===== src/rtl/uart_pkg.sv =====
// Shared definitions for the 16x-oversampled UART transmitter:
// FSM state encodings, bit timing and data width constants, parity helper.
// The PARITY state exists only when UART_TX16_PARITY_EN is defined.
package uart_pkg;

    localparam int TICKS_PER_BIT = 16;
    localparam int DATA_BITS     = 8;

    // Last tick of a bit, and the tick before it (used to register tx_done early).
    localparam logic [3:0] TICK_LAST = 4'(TICKS_PER_BIT - 1);
    localparam logic [3:0] TICK_PRE  = 4'(TICKS_PER_BIT - 2);
    localparam logic [2:0] BIT_LAST  = 3'(DATA_BITS - 1);

    typedef enum logic [2:0] {
        IDLE   = 3'd0,
        START  = 3'd1,
        DATA   = 3'd2,
`ifdef UART_TX16_PARITY_EN
        PARITY = 3'd3,
`endif
        STOP   = 3'd4
    } tx_state_t;

    // Even parity: XOR of all data bits.
    function automatic logic even_parity(input logic [DATA_BITS-1:0] d);
        return ^d;
    endfunction

endpackage


===== src/rtl/uart_tx_fifo.sv =====
// Transmit FIFO for uart_tx16: first-word-fall-through, power-of-two depth,
// pointers wrap naturally. A push while full is taken only when a pop happens
// on the same edge; a pop while empty is ignored.
module uart_tx_fifo
    import uart_pkg::*;
#(
    parameter int FIFO_DEPTH = 4
) (
    input  logic                 bclk,
    input  logic                 reset,
    input  logic                 push,
    input  logic                 pop,
    input  logic [DATA_BITS-1:0] din,
    output logic [DATA_BITS-1:0] dout,
    output logic                 full,
    output logic                 empty,
    output logic [4:0]           level
);

    localparam int         AW      = (FIFO_DEPTH > 1) ? $clog2(FIFO_DEPTH) : 1;
    localparam logic [4:0] DEPTH_L = 5'(FIFO_DEPTH);

    logic [DATA_BITS-1:0] mem_r [FIFO_DEPTH];
    logic [AW-1:0]        wr_ptr_r;
    logic [AW-1:0]        rd_ptr_r;
    logic [4:0]           level_r;
    logic                 full_r;
    logic                 empty_r;
    logic                 push_ok_s;
    logic                 pop_ok_s;
    logic [4:0]           level_n_s;

    // Qualify push/pop and compute the next occupancy.
    always_comb begin
        pop_ok_s  = pop && !empty_r;
        push_ok_s = push && (!full_r || pop_ok_s);
        level_n_s = level_r;
        case ({push_ok_s, pop_ok_s})
            2'b10:   level_n_s = level_r + 5'd1;
            2'b01:   level_n_s = level_r - 5'd1;
            default: level_n_s = level_r;
        endcase
    end

    // Pointers, occupancy and registered status flags.
    always_ff @(posedge bclk or negedge reset) begin
        if (!reset) begin
            wr_ptr_r <= '0;
            rd_ptr_r <= '0;
            level_r  <= 5'd0;
            full_r   <= 1'b0;
            empty_r  <= 1'b1;
        end else begin
            if (push_ok_s) begin
                wr_ptr_r <= wr_ptr_r + AW'(1);
            end
            if (pop_ok_s) begin
                rd_ptr_r <= rd_ptr_r + AW'(1);
            end
            level_r <= level_n_s;
            full_r  <= (level_n_s == DEPTH_L);
            empty_r <= (level_n_s == 5'd0);
        end
    end

    // Storage array; contents need no reset since occupancy gates every read.
    always_ff @(posedge bclk) begin
        if (push_ok_s) begin
            mem_r[wr_ptr_r] <= din;
        end
    end

    assign dout  = mem_r[rd_ptr_r];
    assign full  = full_r;
    assign empty = empty_r;
    assign level = level_r;

endmodule


===== src/rtl/uart_tx16.sv =====
// UART transmitter, 8 data bits LSB first, one stop bit, 16 bclk per bit,
// fed from a byte FIFO. Frames run back-to-back while the FIFO has data.
// Optional even-parity bit between data and stop: define UART_TX16_PARITY_EN.
module uart_tx16
    import uart_pkg::*;
#(
    parameter int FIFO_DEPTH = 4
) (
    input  logic       reset,
    input  logic       bclk,
    input  logic       wr_en,
    input  logic [7:0] wr_data,
    output logic       full,
    output logic [4:0] level,
    output logic       txd,
    output logic       busy,
    output logic       tx_done,
    output logic       overflow
);

    tx_state_t            state_r, state_n_s;
    logic [3:0]           tick_r, tick_n_s;
    logic [2:0]           bit_idx_r, bit_idx_n_s;
    logic [DATA_BITS-1:0] shift_r, shift_n_s;
    logic                 txd_r, txd_n_s;
    logic                 busy_r, busy_n_s;
    logic                 tx_done_r, tx_done_n_s;
    logic                 overflow_r, overflow_n_s;
    logic                 pop_s;
    logic                 fifo_full_s;
    logic                 fifo_empty_s;
    logic [DATA_BITS-1:0] fifo_dout_s;
`ifdef UART_TX16_PARITY_EN
    logic                 parity_r, parity_n_s;
`endif

    uart_tx_fifo #(.FIFO_DEPTH(FIFO_DEPTH)) u_fifo (
        .bclk  (bclk),
        .reset (reset),
        .push  (wr_en),
        .pop   (pop_s),
        .din   (wr_data),
        .dout  (fifo_dout_s),
        .full  (fifo_full_s),
        .empty (fifo_empty_s),
        .level (level)
    );

    // Next-state, bit timing, shifter and line value for the frame FSM.
    always_comb begin
        state_n_s   = state_r;
        tick_n_s    = tick_r + 4'd1;
        bit_idx_n_s = bit_idx_r;
        shift_n_s   = shift_r;
        txd_n_s     = txd_r;
        pop_s       = 1'b0;
`ifdef UART_TX16_PARITY_EN
        parity_n_s  = parity_r;
`endif
        case (state_r)
            IDLE: begin
                tick_n_s = 4'd0;
                if (!fifo_empty_s) begin
                    pop_s      = 1'b1;
                    shift_n_s  = fifo_dout_s;
`ifdef UART_TX16_PARITY_EN
                    parity_n_s = even_parity(fifo_dout_s);
`endif
                    txd_n_s    = 1'b0;
                    state_n_s  = START;
                end else begin
                    txd_n_s = 1'b1;
                end
            end
            START: begin
                if (tick_r == TICK_LAST) begin
                    txd_n_s   = shift_r[0];
                    state_n_s = DATA;
                end else begin
                    txd_n_s = 1'b0;
                end
            end
            DATA: begin
                if (tick_r == TICK_LAST) begin
                    shift_n_s = shift_r >> 1;
                    if (bit_idx_r == BIT_LAST) begin
                        bit_idx_n_s = 3'd0;
`ifdef UART_TX16_PARITY_EN
                        txd_n_s     = parity_r;
                        state_n_s   = PARITY;
`else
                        txd_n_s     = 1'b1;
                        state_n_s   = STOP;
`endif
                    end else begin
                        bit_idx_n_s = bit_idx_r + 3'd1;
                        txd_n_s     = shift_r[1];
                    end
                end else begin
                    shift_n_s = shift_r;
                end
            end
`ifdef UART_TX16_PARITY_EN
            PARITY: begin
                if (tick_r == TICK_LAST) begin
                    txd_n_s   = 1'b1;
                    state_n_s = STOP;
                end else begin
                    txd_n_s = parity_r;
                end
            end
`endif
            STOP: begin
                if (tick_r == TICK_LAST) begin
                    if (!fifo_empty_s) begin
                        pop_s      = 1'b1;
                        shift_n_s  = fifo_dout_s;
`ifdef UART_TX16_PARITY_EN
                        parity_n_s = even_parity(fifo_dout_s);
`endif
                        txd_n_s    = 1'b0;
                        state_n_s  = START;
                    end else begin
                        txd_n_s   = 1'b1;
                        state_n_s = IDLE;
                    end
                end else begin
                    txd_n_s = 1'b1;
                end
            end
            default: begin
                state_n_s   = IDLE;
                tick_n_s    = 4'd0;
                bit_idx_n_s = 3'd0;
                txd_n_s     = 1'b1;
            end
        endcase
        busy_n_s     = (state_n_s != IDLE);
        // Registered one cycle early so tx_done lines up with the last stop tick.
        tx_done_n_s  = (state_r == STOP) && (tick_r == TICK_PRE);
        overflow_n_s = wr_en && fifo_full_s && !pop_s;
    end

    // Frame FSM state and registered outputs.
    always_ff @(posedge bclk or negedge reset) begin
        if (!reset) begin
            state_r    <= IDLE;
            tick_r     <= 4'd0;
            bit_idx_r  <= 3'd0;
            shift_r    <= '0;
            txd_r      <= 1'b1;
            busy_r     <= 1'b0;
            tx_done_r  <= 1'b0;
            overflow_r <= 1'b0;
`ifdef UART_TX16_PARITY_EN
            parity_r   <= 1'b0;
`endif
        end else begin
            state_r    <= state_n_s;
            tick_r     <= tick_n_s;
            bit_idx_r  <= bit_idx_n_s;
            shift_r    <= shift_n_s;
            txd_r      <= txd_n_s;
            busy_r     <= busy_n_s;
            tx_done_r  <= tx_done_n_s;
            overflow_r <= overflow_n_s;
`ifdef UART_TX16_PARITY_EN
            parity_r   <= parity_n_s;
`endif
        end
    end

    assign full     = fifo_full_s;
    assign txd      = txd_r;
    assign busy     = busy_r;
    assign tx_done  = tx_done_r;
    assign overflow = overflow_r;

endmodule


===== config.mk =====
export PLATFORM = sky130hd
export DESIGN_NAME = uart_tx16
export DESIGN_NICKNAME = d
export VERILOG_FILES = /design/src/rtl/uart_pkg.sv /design/src/rtl/uart_tx_fifo.sv /design/src/rtl/uart_tx16.sv
export SDC_FILE = /design/constraint.sdc
export NUM_CORES = 1
export LEC_CHECK = 0
export ABC_CLOCK_PERIOD_IN_PS = 6900
export CORE_MARGIN = 1
export CORE_UTILIZATION = 60
export CTS_CLUSTER_SIZE = 24
export DETAILED_ROUTE_END_ITERATION = 10
export PLACE_DENSITY = 0.81
export SYNTH_ARGS = -nofsm -noshare
export SYNTH_HDL_FRONTEND = slang
export SYNTH_SLANG_ARGS = --single-unit

===== constraint.sdc =====
create_clock -name bclk -period 6.9 [get_ports bclk]
set_input_delay 0.69 -clock bclk [delete_from_list [all_inputs] [get_ports bclk]]
set_output_delay 0.69 -clock bclk [all_outputs]
set_load 0.01 [all_outputs]

==> summary.md <==
| Metric | Value |
|---|---|
| Clk pwr share | about 25% |
| Routed Antenna Nets | 0 |
| Die W | 72.61 um |
| Worst path arrival time | 3.90 ns |
| Period Utilization, post-route | 53.30% |
| Post-CTS setup buffers | 0 |
| Crit Path Category | reg -> reg |
| Final setup violation count | 0 |
| DR vias/cell | 5.619 |
| CTS Buf Count | 9 |
| Post-synth top area share | 32.12% |
| Clock slew at reported path FFs | 0.07 ns |
| Syn nets | 251 |
| Max cap viols | 0 |
| Largest net degree at the start of global routing | 34 |
| Io pins | 21 |
| Async SR Flop Fraction | 50.77% |
| RSZ-0062 raised after global routing | false |
| Slowest cell on the critical path | or4_4 |
| Crit end category | flip-flop |
| Sw Ratio | 32.56% |
| Die area | 5272 um2 |
| Actual slew at the worst max-slew pin | 0.5968 ns |
| Ant. Diodes | 0 |
| Max frequency | roughly 270 MHz |
| Gr ovfl total | 0 |
| Syn Inst Count | 228 |
| H-tree levels | 3 |
| CP delay by family, top | simple AND/OR/NAND/NOR gates |
| CTS tree | yes |
| Drt drc | 0 |
| WP data required | ~7.1 ns |
| Detailed placer's ending HPWL | 3.333 mm |
| Most frequent cells in the layout | edfxtp_1 (32), dfrtp_1 (31), nand2_1 (20), clkdlybuf4s50_1 (20), nor2_1 (18) |
| Clock Latency Late Sink | 0.34 ns |
| Crit path largest cell delay | 0.46 ns |
| Worst VDD drop | 0.0002957 V |
| Reg power frac | 43.5% |
| CP max FO | 11 |
| Root Driver | clkbuf_8 |
| Clock skew | around 0.0095 ns |
| Post-Place Cells | between 300 and 400 |
| Syn avg cell area | around 13 um2 |
| Cell Chain, Critical Path | ha_1 > nand3_4 > and2_4 > or4_4 > a21boi_4 > inv_1 > ha_1 > xor2_1 > ha_1 > nor2b_1 > o31a_1 > o2bb2ai_1 > xor2_1 > nor4b_1 |
| Clock Path Buffers | 2 |
| Rel. slew slack | 60.22% |
| Buf/Inv on CP | 1 |
| Via count | approximately 1800 |
| Synth Flop Type | edfxtp_1 |
| Post-Syn Area | 2992 um2 |
| Max Slew Vio Count | 0 |
| Port Buffers | 20 |
| Rows | 25 |
| Combinational share of power | 31.5% |
| Multi-input logic area | between 1000 and 1500 um2 |
| Ys Warns | 0 |
| Status | finished, final reports clean |
| Core region area | approximately 4800 um2 |
| Proportion of layout cells with a drive suffix above 1 | 17.00% |
| Initial antenna violation count | 0 |
| Routed length per instance | roughly 16 um |
| Commonest non-fill, non-tap cell in the layout | edfxtp_1 |
| Final hold viol count | 0 |
| Routed WL | 5.050 mm |
| Final Wtd Congestion | 0.8528 |
| Hold crit path type | reg -> reg |
| PD cells | 430.0 nW/um2 |
| Setup_tns | 0 ns |
| Die Span Y | 72.61 um |
| Post-synthesis sequential area ratio | between 50% and 60% |
| Fin crit period | 3.677 ns |
| EDFF count, synth | 32 |
| Yosys top cell by area | edfxtp_1 |
| Static Leak | around 1.4 nW |
| Switching power | approximately 500 uW |
| Starting Density | 62.92% |
| Worst hold slack | 0.4926 ns |
| Cts hold-fix bufs | 0 |
| Critical Path Start Type | flip-flop |
| GR Util All Layers | 22.00% |
| Post-CTS Resized | 0 |
| 1st-iter DRT viols | 135 |
| Non-Filler Instances | 320 |
| Pint | slightly above 1 mW |
| Fillers | 326 |
| #FFs+latches synth | 65 |
| Net total in the final layout | 271 |
| Sink Count | 65 |
| Total area of sequential cells | approximately 1800 um2 |
| First-pass GRT wire length | 8.362 mm |
| Most used cell, CP | ha_1 |
| Synth area leaders | edfxtp_1 (32%), dfrtp_1 (26%), mux4_2 (6.0%), ha_1 (5.0%), nand2_1 (2.5%) |
| Distinct cells, synth | 52 |
| Number of global-route vias before repair | between 1500 and 2000 |
| Pre-antenna DRT Iters | 4 |
| Area added between synthesis and finish | 16.06% |
-- power by group through the flow --
stage | clock network (mW) | logic [mW] | registers (mW)
after detailed placement | 0 | 0.471 | 0.656
after floorplan | 0 | 0.378 | 0.607
after global routing | 0.393 | 0.524 | 0.666
final | 0.373 | 0.471 | 0.649
after CTS | 0.379 | 0.476 | 0.650
after global placement | 0 | 0.459 | 0.650
-- synthesized netlist by cell type, types with 2 or more instances --
master / number
a211oi_1: 3
a21o_1: 2
a21oi_1: 4
a31oi_1: 8
and2_2: 4
and3_2: 2
buf_2: 4
clkbuf_1: 8
dfrtp_1: 31
dfstp_2: 2
edfxtp_1: 32
ha_1: 12
inv_1: 8
mux2_2: 2
mux4_2: 8
nand2_1: 20
nand2b_1: 4
nand3_1: 5
nor2_1: 18
nor2b_1: 3
nor3_1: 2
o211ai_1: 2
o21ai_0: 5
o32a_1: 2
xnor2_1: 5
xor2_1: 6
-- sequential cells by signal, indices dropped and copies added, names as in the netlist --
register	cells
shift_r	8
u_fifo.rd_ptr_r	2
tick_r	4
u_fifo.empty	1
overflow	1
u_fifo.wr_ptr_r	2
txd	1
bit_idx_r	3
tx_done	1
u_fifo.full	1
busy	1
state_r	3
u_fifo.mem_r	32
u_fifo.level	5
-- layout make-up --
type                       count  share of cell area (%)
multi-input combinational    142                   32.22
inverter                       9                  0.9730
timing repair buffer          21                   5.982
tap                           67                   2.414
clock inverter                 5                   2.486
sequential                    65                   51.53
clock buffer                  11                   4.396
-- cell families after synthesis --
group,after synthesis,synth area share [%]
AOI/OAI and AO/OA,38,9.327
xor gates and xnor gates,11,3.220
and+or+nand+nor,69,12.21
buffers and inverters,21,2.802
muxes,12,7.612
DFF,65,59.81
adders and majority gates,12,5.019
-- metrics by stage --
step | total power [mW] | utilization (%) | cell area, um2 | worst slack, ns
2_1_floorplan | 0.9857 | - | 2992 | 3.548
3_3_place_gp | 1.109 | 68.00 | 3233 | 3.418
4_1_cts | 1.505 | 73.03 | 3472 | 3.204
5_1_grt | 1.583 | 73.03 | 3472 | 3.000
3_5_place_dp | 1.127 | 68.00 | 3233 | 3.242
6_report | 1.493 | 73.03 | 3472 | 3.223
-- routing by layer --
layer  GRT usage (%)  part of all wire, %  wire length, um
met1           29.30                   46             2303
met2           34.79                   50             2501
met3           5.387                  3.7              187
met4           9.586                  1.1               58
met5               0                    0                0
-- worst paths after layout --
path                            startpoint                  to  cells after the start  slack [ns]
worst max-delay path             tick_r[0]        u_fifo.empty                     14        3.22
worst min-delay path             tick_r[0]           tick_r[0]                      1        0.49
worst max register to register   tick_r[0]        u_fifo.empty                     14        3.22
worst min register to register   tick_r[0]           tick_r[0]                      1        0.49
max in group asynchronous            reset        u_fifo.empty                      2        5.81
min in group asynchronous            reset  u_fifo.wr_ptr_r[1]                      2        0.76
-- worst register-to-register path, delay by kind of cell (launching register included) --
kind / cells / cell delay (ns)
AND/OR/NAND/NOR: 5 / 1.25
flip-flops: 1 / 0.39
adder cells (fa/ha/maj): 3 / 0.82
AO/OA/AOI/OAI: 3 / 0.68
XOR/XNOR: 2 / 0.33
buffers and inverters: 1 / 0.10
No activity file was read; power rests on OpenSTA's default activity.
